===== config.mk =====
export PLATFORM = sky130hd
export DESIGN_NAME = uart_prog_loader
export DESIGN_NICKNAME = d
export VERILOG_FILES = /design/src/rtl/uart_prog_loader.sv
export SDC_FILE = /design/constraint.sdc
export NUM_CORES = 1
export LEC_CHECK = 0
export ABC_AREA = 1
export CORE_MARGIN = 10
export CORE_UTILIZATION = 40
export CTS_CLUSTER_SIZE = 14
export DETAILED_ROUTE_END_ITERATION = 12
export GPL_TIMING_DRIVEN = 0
export PLACE_DENSITY = 0.57
export SYNTH_ARGS = -nofsm -noshare
export SYNTH_HDL_FRONTEND = slang
export SYNTH_SLANG_ARGS = --single-unit

===== constraint.sdc =====
create_clock -name clk_i -period 2.05 [get_ports clk_i]
set_clock_uncertainty 0.2 [all_clocks]
set_input_delay 0.205 -clock clk_i [delete_from_list [all_inputs] [get_ports clk_i]]
set_output_delay 0.205 -clock clk_i [all_outputs]
set_load 0.1 [all_outputs]

===== src/rtl/uart_prog_loader.sv =====
`default_nettype none
// ============================================================================
// Module      : uart_prog_loader
// Description : Boot loader that turns the uart_rx byte stream into nibble
//               writes for the 4-bit CPU program memory.
//               Frame: HEADER_BYTE, length N, N data bytes, optional checksum.
//               Each data byte becomes two writes: high nibble at address 2k,
//               low nibble at 2k+1. The CPU is held halted while a frame is
//               loading and after any aborted frame.
// Option      : UART_PROG_LOADER_CHECKSUM_EN - when defined, a checksum byte
//               (XOR of all data bytes) follows the data and must match.
// Ports       : clk_i / reset_i          clock, synchronous active-high reset
//               rx_data_i                received byte from uart_rx
//               rx_valid_strb_i          1-cycle strobe, rx_data_i valid
//               mem_we_o                 program memory write enable
//               mem_addr_o               nibble write address
//               mem_data_o               nibble write data
//               cpu_halt_o               hold CPU in reset while 1
//               busy_o                   frame in progress
//               load_done_strb_o         1-cycle strobe, frame accepted
//               load_err_strb_o          1-cycle strobe, frame aborted
// Revision    : 1.0 - initial release
// ============================================================================
module uart_prog_loader #(
    parameter int                          UART_DATA_LENGTH = 8,
    parameter int                          MEM_ADDR_WIDTH   = 8,
    parameter logic [UART_DATA_LENGTH-1:0] HEADER_BYTE      = 8'hA5,
    parameter int                          TIMEOUT_CYCLES   = 60000,
    parameter int                          TIMEOUT_BITWIDTH = 16
) (
    input  logic                        clk_i,
    input  logic                        reset_i,
    input  logic [UART_DATA_LENGTH-1:0] rx_data_i,
    input  logic                        rx_valid_strb_i,
    output logic                        mem_we_o,
    output logic [MEM_ADDR_WIDTH-1:0]   mem_addr_o,
    output logic [3:0]                  mem_data_o,
    output logic                        cpu_halt_o,
    output logic                        busy_o,
    output logic                        load_done_strb_o,
    output logic                        load_err_strb_o
);

    localparam logic [2:0] c_ST_IDLE  = 3'd0;
    localparam logic [2:0] c_ST_LEN   = 3'd1;
    localparam logic [2:0] c_ST_DATA  = 3'd2;
    localparam logic [2:0] c_ST_WR_HI = 3'd3;
    localparam logic [2:0] c_ST_WR_LO = 3'd4;
`ifdef UART_PROG_LOADER_CHECKSUM_EN
    localparam logic [2:0] c_ST_CHK   = 3'd5;
`endif

    // Longest frame that still fits memory without the address wrapping.
    localparam logic [31:0] c_MAX_LEN = 32'(2 ** (MEM_ADDR_WIDTH - 1));
    localparam logic [TIMEOUT_BITWIDTH-1:0] c_TO_LAST = TIMEOUT_BITWIDTH'(TIMEOUT_CYCLES - 1);

    logic [2:0]                  r_state;
    logic [2:0]                  w_state_nxt;
    logic                        r_mem_we;
    logic [MEM_ADDR_WIDTH-1:0]   r_mem_addr;
    logic [3:0]                  r_mem_data;
    logic                        r_halt;
    logic                        r_done;
    logic                        r_err;
    logic [UART_DATA_LENGTH-1:0] r_remain;   // data bytes still to receive
    logic [MEM_ADDR_WIDTH-2:0]   r_idx;      // byte index k
    logic [3:0]                  r_lo_nib;   // low nibble waiting for WR_LO
    logic [TIMEOUT_BITWIDTH-1:0] r_to_cnt;
`ifdef UART_PROG_LOADER_CHECKSUM_EN
    logic [UART_DATA_LENGTH-1:0] r_xor;
`endif

    logic                        w_we;
    logic [MEM_ADDR_WIDTH-1:0]   w_addr_nxt;
    logic [3:0]                  w_data_nxt;
    logic                        w_halt_nxt;
    logic                        w_done;
    logic                        w_err;
    logic                        w_len_ld;
    logic                        w_byte_ld;
    logic                        w_idx_inc;
    logic                        w_len_too_big;
    logic                        w_to_expired;
    logic                        w_counting;

    assign w_len_too_big = 32'(rx_data_i) > c_MAX_LEN;
    assign w_to_expired  = (r_to_cnt == c_TO_LAST);
`ifdef UART_PROG_LOADER_CHECKSUM_EN
    assign w_counting = (r_state == c_ST_LEN) || (r_state == c_ST_DATA) || (r_state == c_ST_CHK);
`else
    assign w_counting = (r_state == c_ST_LEN) || (r_state == c_ST_DATA);
`endif

    // ------------------------------------------------------------------
    // Next-state and next-output logic. Strobe outputs and the memory
    // write port are registered, so each appears the cycle after the
    // decision made here.
    // ------------------------------------------------------------------
    always_comb begin
        w_state_nxt = r_state;
        w_we        = 1'b0;
        w_addr_nxt  = r_mem_addr;
        w_data_nxt  = r_mem_data;
        w_halt_nxt  = r_halt;
        w_done      = 1'b0;
        w_err       = 1'b0;
        w_len_ld    = 1'b0;
        w_byte_ld   = 1'b0;
        w_idx_inc   = 1'b0;

        case (r_state)
            c_ST_IDLE: begin
                if (rx_valid_strb_i && (rx_data_i == HEADER_BYTE)) begin
                    w_state_nxt = c_ST_LEN;
                    w_halt_nxt  = 1'b1;
                end
            end
            c_ST_LEN: begin
                if (rx_valid_strb_i) begin
                    if (rx_data_i == '0) begin
`ifdef UART_PROG_LOADER_CHECKSUM_EN
                        w_state_nxt = c_ST_CHK;
`else
                        w_done = 1'b1;
`endif
                    end else if (w_len_too_big) begin
                        w_err = 1'b1;
                    end else begin
                        w_len_ld    = 1'b1;
                        w_state_nxt = c_ST_DATA;
                    end
                end else if (w_to_expired) begin
                    w_err = 1'b1;
                end
            end
            c_ST_DATA: begin
                if (rx_valid_strb_i) begin
                    w_byte_ld   = 1'b1;
                    w_state_nxt = c_ST_WR_HI;
                    w_we        = 1'b1;
                    w_addr_nxt  = {r_idx, 1'b0};
                    w_data_nxt  = rx_data_i[7:4];
                end else if (w_to_expired) begin
                    w_err = 1'b1;
                end
            end
            c_ST_WR_HI: begin
                w_state_nxt = c_ST_WR_LO;
                w_we        = 1'b1;
                w_addr_nxt  = {r_idx, 1'b1};
                w_data_nxt  = r_lo_nib;
            end
            c_ST_WR_LO: begin
                w_idx_inc = 1'b1;
                if (r_remain == UART_DATA_LENGTH'(1)) begin
`ifdef UART_PROG_LOADER_CHECKSUM_EN
                    w_state_nxt = c_ST_CHK;
`else
                    w_done = 1'b1;
`endif
                end else begin
                    w_state_nxt = c_ST_DATA;
                end
            end
`ifdef UART_PROG_LOADER_CHECKSUM_EN
            c_ST_CHK: begin
                if (rx_valid_strb_i) begin
                    if (rx_data_i == r_xor) begin
                        w_done = 1'b1;
                    end else begin
                        w_err = 1'b1;
                    end
                end else if (w_to_expired) begin
                    w_err = 1'b1;
                end
            end
`endif
            default: begin
                w_state_nxt = c_ST_IDLE;
            end
        endcase

        // Done releases the CPU; error keeps it halted since memory is stale.
        if (w_done) begin
            w_state_nxt = c_ST_IDLE;
            w_halt_nxt  = 1'b0;
        end
        if (w_err) begin
            w_state_nxt = c_ST_IDLE;
        end
    end

    always_ff @(posedge clk_i) begin
        if (reset_i) begin
            r_state    <= c_ST_IDLE;
            r_mem_we   <= 1'b0;
            r_mem_addr <= '0;
            r_mem_data <= '0;
            r_halt     <= 1'b0;
            r_done     <= 1'b0;
            r_err      <= 1'b0;
            r_remain   <= '0;
            r_idx      <= '0;
            r_lo_nib   <= '0;
            r_to_cnt   <= '0;
`ifdef UART_PROG_LOADER_CHECKSUM_EN
            r_xor      <= '0;
`endif
        end else begin
            r_state    <= w_state_nxt;
            r_mem_we   <= w_we;
            r_mem_addr <= w_addr_nxt;
            r_mem_data <= w_data_nxt;
            r_halt     <= w_halt_nxt;
            r_done     <= w_done;
            r_err      <= w_err;

            if (w_len_ld) begin
                r_remain <= rx_data_i;
                r_idx    <= '0;
            end else if (w_idx_inc) begin
                r_remain <= r_remain - 1'b1;
                r_idx    <= r_idx + 1'b1;
            end

            if (w_byte_ld) begin
                r_lo_nib <= rx_data_i[3:0];
            end

`ifdef UART_PROG_LOADER_CHECKSUM_EN
            // Cleared while idle so an N==0 frame expects a 0x00 checksum.
            if (r_state == c_ST_IDLE) begin
                r_xor <= '0;
            end else if (w_byte_ld) begin
                r_xor <= r_xor ^ rx_data_i;
            end
`endif

            // Inter-byte timeout: holds during the write states, saturates.
            if ((r_state == c_ST_IDLE) || rx_valid_strb_i) begin
                r_to_cnt <= '0;
            end else if (w_counting && !w_to_expired) begin
                r_to_cnt <= r_to_cnt + 1'b1;
            end
        end
    end

    assign mem_we_o         = r_mem_we;
    assign mem_addr_o       = r_mem_addr;
    assign mem_data_o       = r_mem_data;
    assign cpu_halt_o       = r_halt;
    assign busy_o           = (r_state != c_ST_IDLE);
    assign load_done_strb_o = r_done;
    assign load_err_strb_o  = r_err;

endmodule
`default_nettype wire

# == After elaboration in Yosys (flattened, before gate mapping) ==
# Cells that the tools add are included.
# totals
romBits,0
regBits,54
latch_bits,0
out_inout_bits,17
elab_cells,76
mem_count,0
ramBits,0
input_bits,11
# op_classes
shift,0
n_lt_le_gt_ge,1
eq_ne,13
multipliers,0
n_addsub,3
n_bitwise,0
div,0
muxes,31
reduce_logical,17
# op_table
cell,n
$mux 8,3
$mux 3,6
$add 16x1->16 const B,1
$eq 16x16->1 const B,1
$pmux 8 s2,1
$mux 1,15
$pmux 3 s5,1
$ne 2x2->1 const B,6
$eq 8x1->1 const B,1
$eq 8x8->1 const B,1
$gt 8x8->1 const B,1
$logic_not 8->1,1
$pmux 4 s2,1
$sub 8x1->8 const B,1
$add 7x1->7 const B,1
$eq 3x2->1 const B,2
$pmux 1 s2,3
$reduce_and 6->1,1
$reduce_or 2->1,3
$mux 4,1
$reduce_and 2->1,2
$reduce_bool 2->1,2
$eq 3x1->1 const B,1
$eq 3x3->1 const B,1
other kinds (6),8

# == Longest topological paths before layout ==
# Gate-level depths: netlist (run 1).
# depth
depth_word,6
mapped_depth,12
mapped_depth_nobuf,11

# == Least setup slack after synthesis (run 1) ==
# OpenSTA, ideal clock, no wires.
# synth_timing
path_type,flip-flop to flip-flop
start,register r_state[1]
end,register r_to_cnt[5]
stages_incl_launch_ff,9
setup_slack_ns,-0.123
t_required_ns,1.780
setup_ns,0.070
path_buffers,2
arrival_time_ns,1.903
period_less_slack_ns,2.173
path_cell_list,dfxtp_1 -> buf_2 -> inv_2 -> nand2_1 -> inv_1 -> nor3_2 -> inv_1 -> buf_2 -> a21oi_1
# synth_between
elab_chain_len,3
elab_cells_between_ends,7
cone_classes,2 x eq/ne; 5 x reduce/logical
# synth_lines
element,line,text
start: declaration,57,logic [2:0] r_state;
start signal: assignment,195,r_state <= c_ST_IDLE;
start signal: assignment,210,r_state <= w_state_nxt;
$eq 3x1->1 (tied with other cells),91,assign w_counting = (r_state == c_ST_LEN) || (r_state == c_ST_DATA);
"$logic_or 1x1->1, on equally long branches","91, 240",
$logic_and 1x1->1 / $reduce_or 2->1 (equally long branches),n/a,
end signal: assignment,243,r_to_cnt <= r_to_cnt + 1'b1;
end: declaration,68,logic [TIMEOUT_BITWIDTH-1:0] r_to_cnt;
# Several ways; a longest one is shown, not always the timed one.
# A chain may end at the register's enable or synchronous reset.

# == Worst setup path after layout (run 1) ==
# layout_timing
start,"register r_mem_data[0], in the netlist mem_data_o[0]"
end,output mem_data_o[0]
# layout_lines
element,line,text
start: declaration,61,logic [3:0] r_mem_data;
start signal: assignment,213,r_mem_data <= w_data_nxt;
end: declaration,37,"output logic [3:0] mem_data_o,"
# No word-level cell between the ends.

==> results_dict.tcl, run 1 <==
set metrics [dict create \
    status "finished clean" \
    worstMarginPinSlew_ns 0.975 \
    worst_slack_ns 0.0890 \
    worst-r2r-setup-slack_ns 0.12 \
    combPwrFrac_pct 51.0 \
    core-area_mm2 0.00718 \
    hold_path.class "in -> reg" \
    clock-root-buffer "clkbuf_8" \
    portBuffers 26 \
    critPathMaxFanout 2 \
    synthTopCellsByCount "110 x nand2_1, 54 x dfxtp_1, 51 x nor2_1" \
    grt_max_degree 19 \
    clkTransAtPathRegs_ns 0.11 \
    drv_cap 0 \
    fin_util_pct 47.6 \
    cts.htree.levels 2 \
    p_sw_mw 2.11 \
    power_frac_seq_pct 31.0 \
    wl_met2_um 3530 \
    cpPeakStageDelay_ns 0.87 \
    route.detailed.drc 0 \
    grt_antenna_before_repair 0 \
    start_kind "flop" \
    arrival_ns 1.56 \
    irDropWorstVdd_v 0.000547 \
    die_area_mm2 0.0111 \
    area_growth_pct 17.5 \
    cp.required_ns 1.64 \
    p_sw_share_pct 49.2 \
    relSlewSlack_pct 35.2 \
    grt_pass1_wl_um 12300 \
    die_h_um 105 \
    power.leakage_nw 1.40 \
    rr_startpoint "r_to_cnt[0]" \
    cts_inserted_buffers 5 \
    synth_top_area_share_pct 37.2 \
    syn_area_mm2 0.00291 \
    timing.final.crit_share_pct 95.7 \
    worst_setup_path_end_kind "output port" \
    place_ws_ns -0.136 \
    grt_usage_pct 13.0 \
    drive_gt1_share_pct 10.4 \
    start_util_pct 40.5 \
    yosys_warnings 0 \
    met3WireLength_um 249 \
    wl_per_cell_um 12.8 \
    synth_top_area_cell "dfxtp_1" \
    cts_setup_buffers 0 \
    yosysMostFrequentCell "nand2_1" \
    p_int_mw 2.19 \
    tns_ns 0 \
    fp-row-count 31 \
    finalHoldViolCount 0 \
    setup_viol 0 \
    ys_seq_area_share_pct 37.2 \
    timing.rr.end "r_to_cnt[15]" \
    slowest_stage "dlygate4sd2_1" \
    synthCells 435 \
    cts_sinks 54 \
    whs_endpoint "mem_we_o" \
    r2r_cells 11 \
    whs_path_depth 2 \
    via_per_inst 4.88 \
    clkLatencyLatePin_ns 0.32 \
    cts_tree "yes" \
    critPathBufInv 1 \
    nNetsFinal 483 \
    synth.area.top_cells "dfxtp_1 37%, nand2_1 14%, nor2_1 6.6%" \
    hp-start "reset_i" \
    drt_wl_total_um 7240 \
    rsz0062_at_grt "false" \
    syn_avg_cell_area_um2 6.68 \
    ant_nets 0 \
    max_freq_mhz 510 \
    clock_path_buffers 2 \
    diodes 0 \
    boundaryPins 28 \
    grt_overflow_total 0 \
    async_reset_ff_share_pct 0 \
    drt_iter0_markers 94 \
    path_class "reg -> out" \
    critPathTopFamily "buffers and inverters" \
    met1_length_um 3380 \
    top_layer_used "met4" \
    path_cells "dlygate4sd2_1" \
    synth_fp_nets 450 \
    clock_power_share_pct 18.0 \
    synth_seq_cells 54 \
    period_needed_ns 1.96 \
    vias 2770 \
    place_congestion 0.862 \
    synth_cell_types 31 \
    grt_pass1_vias 2669 \
    first_pass_iters 4 \
    die_width_um 105 \
    dominantRegCellSynth "dfxtp_1" \
    hpwlAfterDp_um 5560 \
    cellPowerDensity_mw_per_mm2 1260 \
    slew_violations 0 \
    synth_enable_flop_cells 0 \
]
logic make-up (layout without fill, tap and decap cells):
| logic type | count (synthesis) | in the layout | share of synthesized area [%] |
|---|---|---|---|
| and+or+nand+nor | 233 | 233 | 35.5 |
| AOI/OAI and AO/OA | 71 | 71 | 13.3 |
| buffers and inverters | 63 | 97 | 9.25 |
| DFF | 54 | 54 | 37.2 |
| xor gates and xnor gates | 10 | 10 | 3.01 |
| adders and majority gates | 4 | 4 | 1.72 |
cell usage in the layout, fill, tap and decap left out, types with 2 or more instances in the layout:
cell and count:
nand2_1 109, dfxtp_1 52, nor2_1 50, inv_1 47
nand3_1 33, a21oi_1 31, o21ai_0 27, dlygate4sd2_1 16
nand2_2 11, xor2_1 9, clkdlybuf4s50_1 9, nor3_1 8
nand4_1 7, a21oi_2 7, buf_2 6, nand3b_1 5
a31oi_1 5, clkbuf_8 5, nor2_4 3, clkbuf_1 3
ha_1 3, nor2_2 2, inv_2 2, nand3_2 2
dfxtp_2 2
stage by stage:
| stage | cell area, µm² | hold slack (ns) | power [mW] | cells |
|---|---|---|---|---|
| 2_1_floorplan | 2910 | 0.140 | 3.08 | 435 |
| 3_3_place_gp | 3290 | 0.237 | 3.58 | 560 |
| 3_5_place_dp | 3290 | 0.240 | 3.60 | 560 |
| 5_1_grt | 3420 | 0.185 | 4.60 | 568 |
| 6_report | 3420 | 0.123 | 4.30 | 568 |
| 4_1_cts | 3400 | 0.147 | 4.31 | 568 |
power by group through the flow:
stage               logic (mW)  clock network (mW)  registers (mW)
floorplan                 1.28                   0            1.79
global placement          2.23                   0            1.35
detailed placement        2.24                   0            1.36
CTS                       2.20               0.785            1.33
global route              2.42               0.825            1.35
finish                    2.19               0.774            1.33
sequential cells by signal (all words and copies together) (netlist names):
register,cells
cpu_halt_o,1
mem_addr_o,8
r_state,3
load_err_strb_o,1
r_idx,7
load_done_strb_o,1
r_remain,8
r_to_cnt,16
mem_data_o,4
mem_we_o,1
r_lo_nib,4
worst max-delay path by stage:
stage	from	cells past startpoint	slack [ns]	to
final	mem_data_o[0]	1	0.09	mem_data_o[0]
after global routing	r_to_cnt[0]	11	0.02	r_to_cnt[11]
after CTS	r_to_cnt[1]	11	0.04	r_to_cnt[15]
after detailed placement	rx_data_i[1]	10	-0.14	r_remain[5]
after global placement	rx_data_i[1]	10	-0.12	r_remain[5]
after floorplan	r_state[1]	8	0.19	r_to_cnt[5]
area by class of cell:
class / instances / area (µm²)
Fill cell: 752 / 3760
Clock inverter: 3 / 48.8
Inverter: 50 / 188
Buffer: 13 / 81.3
Multi-Input combinational cell: 318 / 1580
Sequential cell: 54 / 1080
Clock buffer: 5 / 68.8
Timing Repair Buffer: 26 / 241
Tap cell: 99 / 124
layer usage:
| layer | vias to the layer above | global-route usage [%] |
|---|---|---|
| met5 | - | 0 |
| met4 | 0 | 3.82 |
| met3 | 6 | 3.05 |
| met2 | 39 | 23.0 |
| met1 | 1268 | 15.1 |
| li1 | 1457 | - |
timing repair:
action	in CTS	in global routing
setup endpoints to repair	29	21
hold endpoints to repair	0	0
hold buffers	0	0
cloned	0	0
pin swaps	0	0
gates resized for setup	21	4
Power figures use the tool's default switching activity.
==> run 2, diff against run 1 <==
--- a/config.mk
+++ b/config.mk
@@ -6,12 +6,14 @@
 export NUM_CORES = 1
 export LEC_CHECK = 0
 export ABC_AREA = 1
+export CAP_MARGIN = 20
 export CORE_MARGIN = 10
 export CORE_UTILIZATION = 40
 export CTS_CLUSTER_SIZE = 14
 export DETAILED_ROUTE_END_ITERATION = 12
 export GPL_TIMING_DRIVEN = 0
 export PLACE_DENSITY = 0.57
+export SLEW_MARGIN = 10
 export SYNTH_ARGS = -nofsm -noshare
 export SYNTH_HDL_FRONTEND = slang
 export SYNTH_SLANG_ARGS = --single-unit
==> results of run 2 <==
No change in the layout: final DEF, timing and power equal those of run 1.
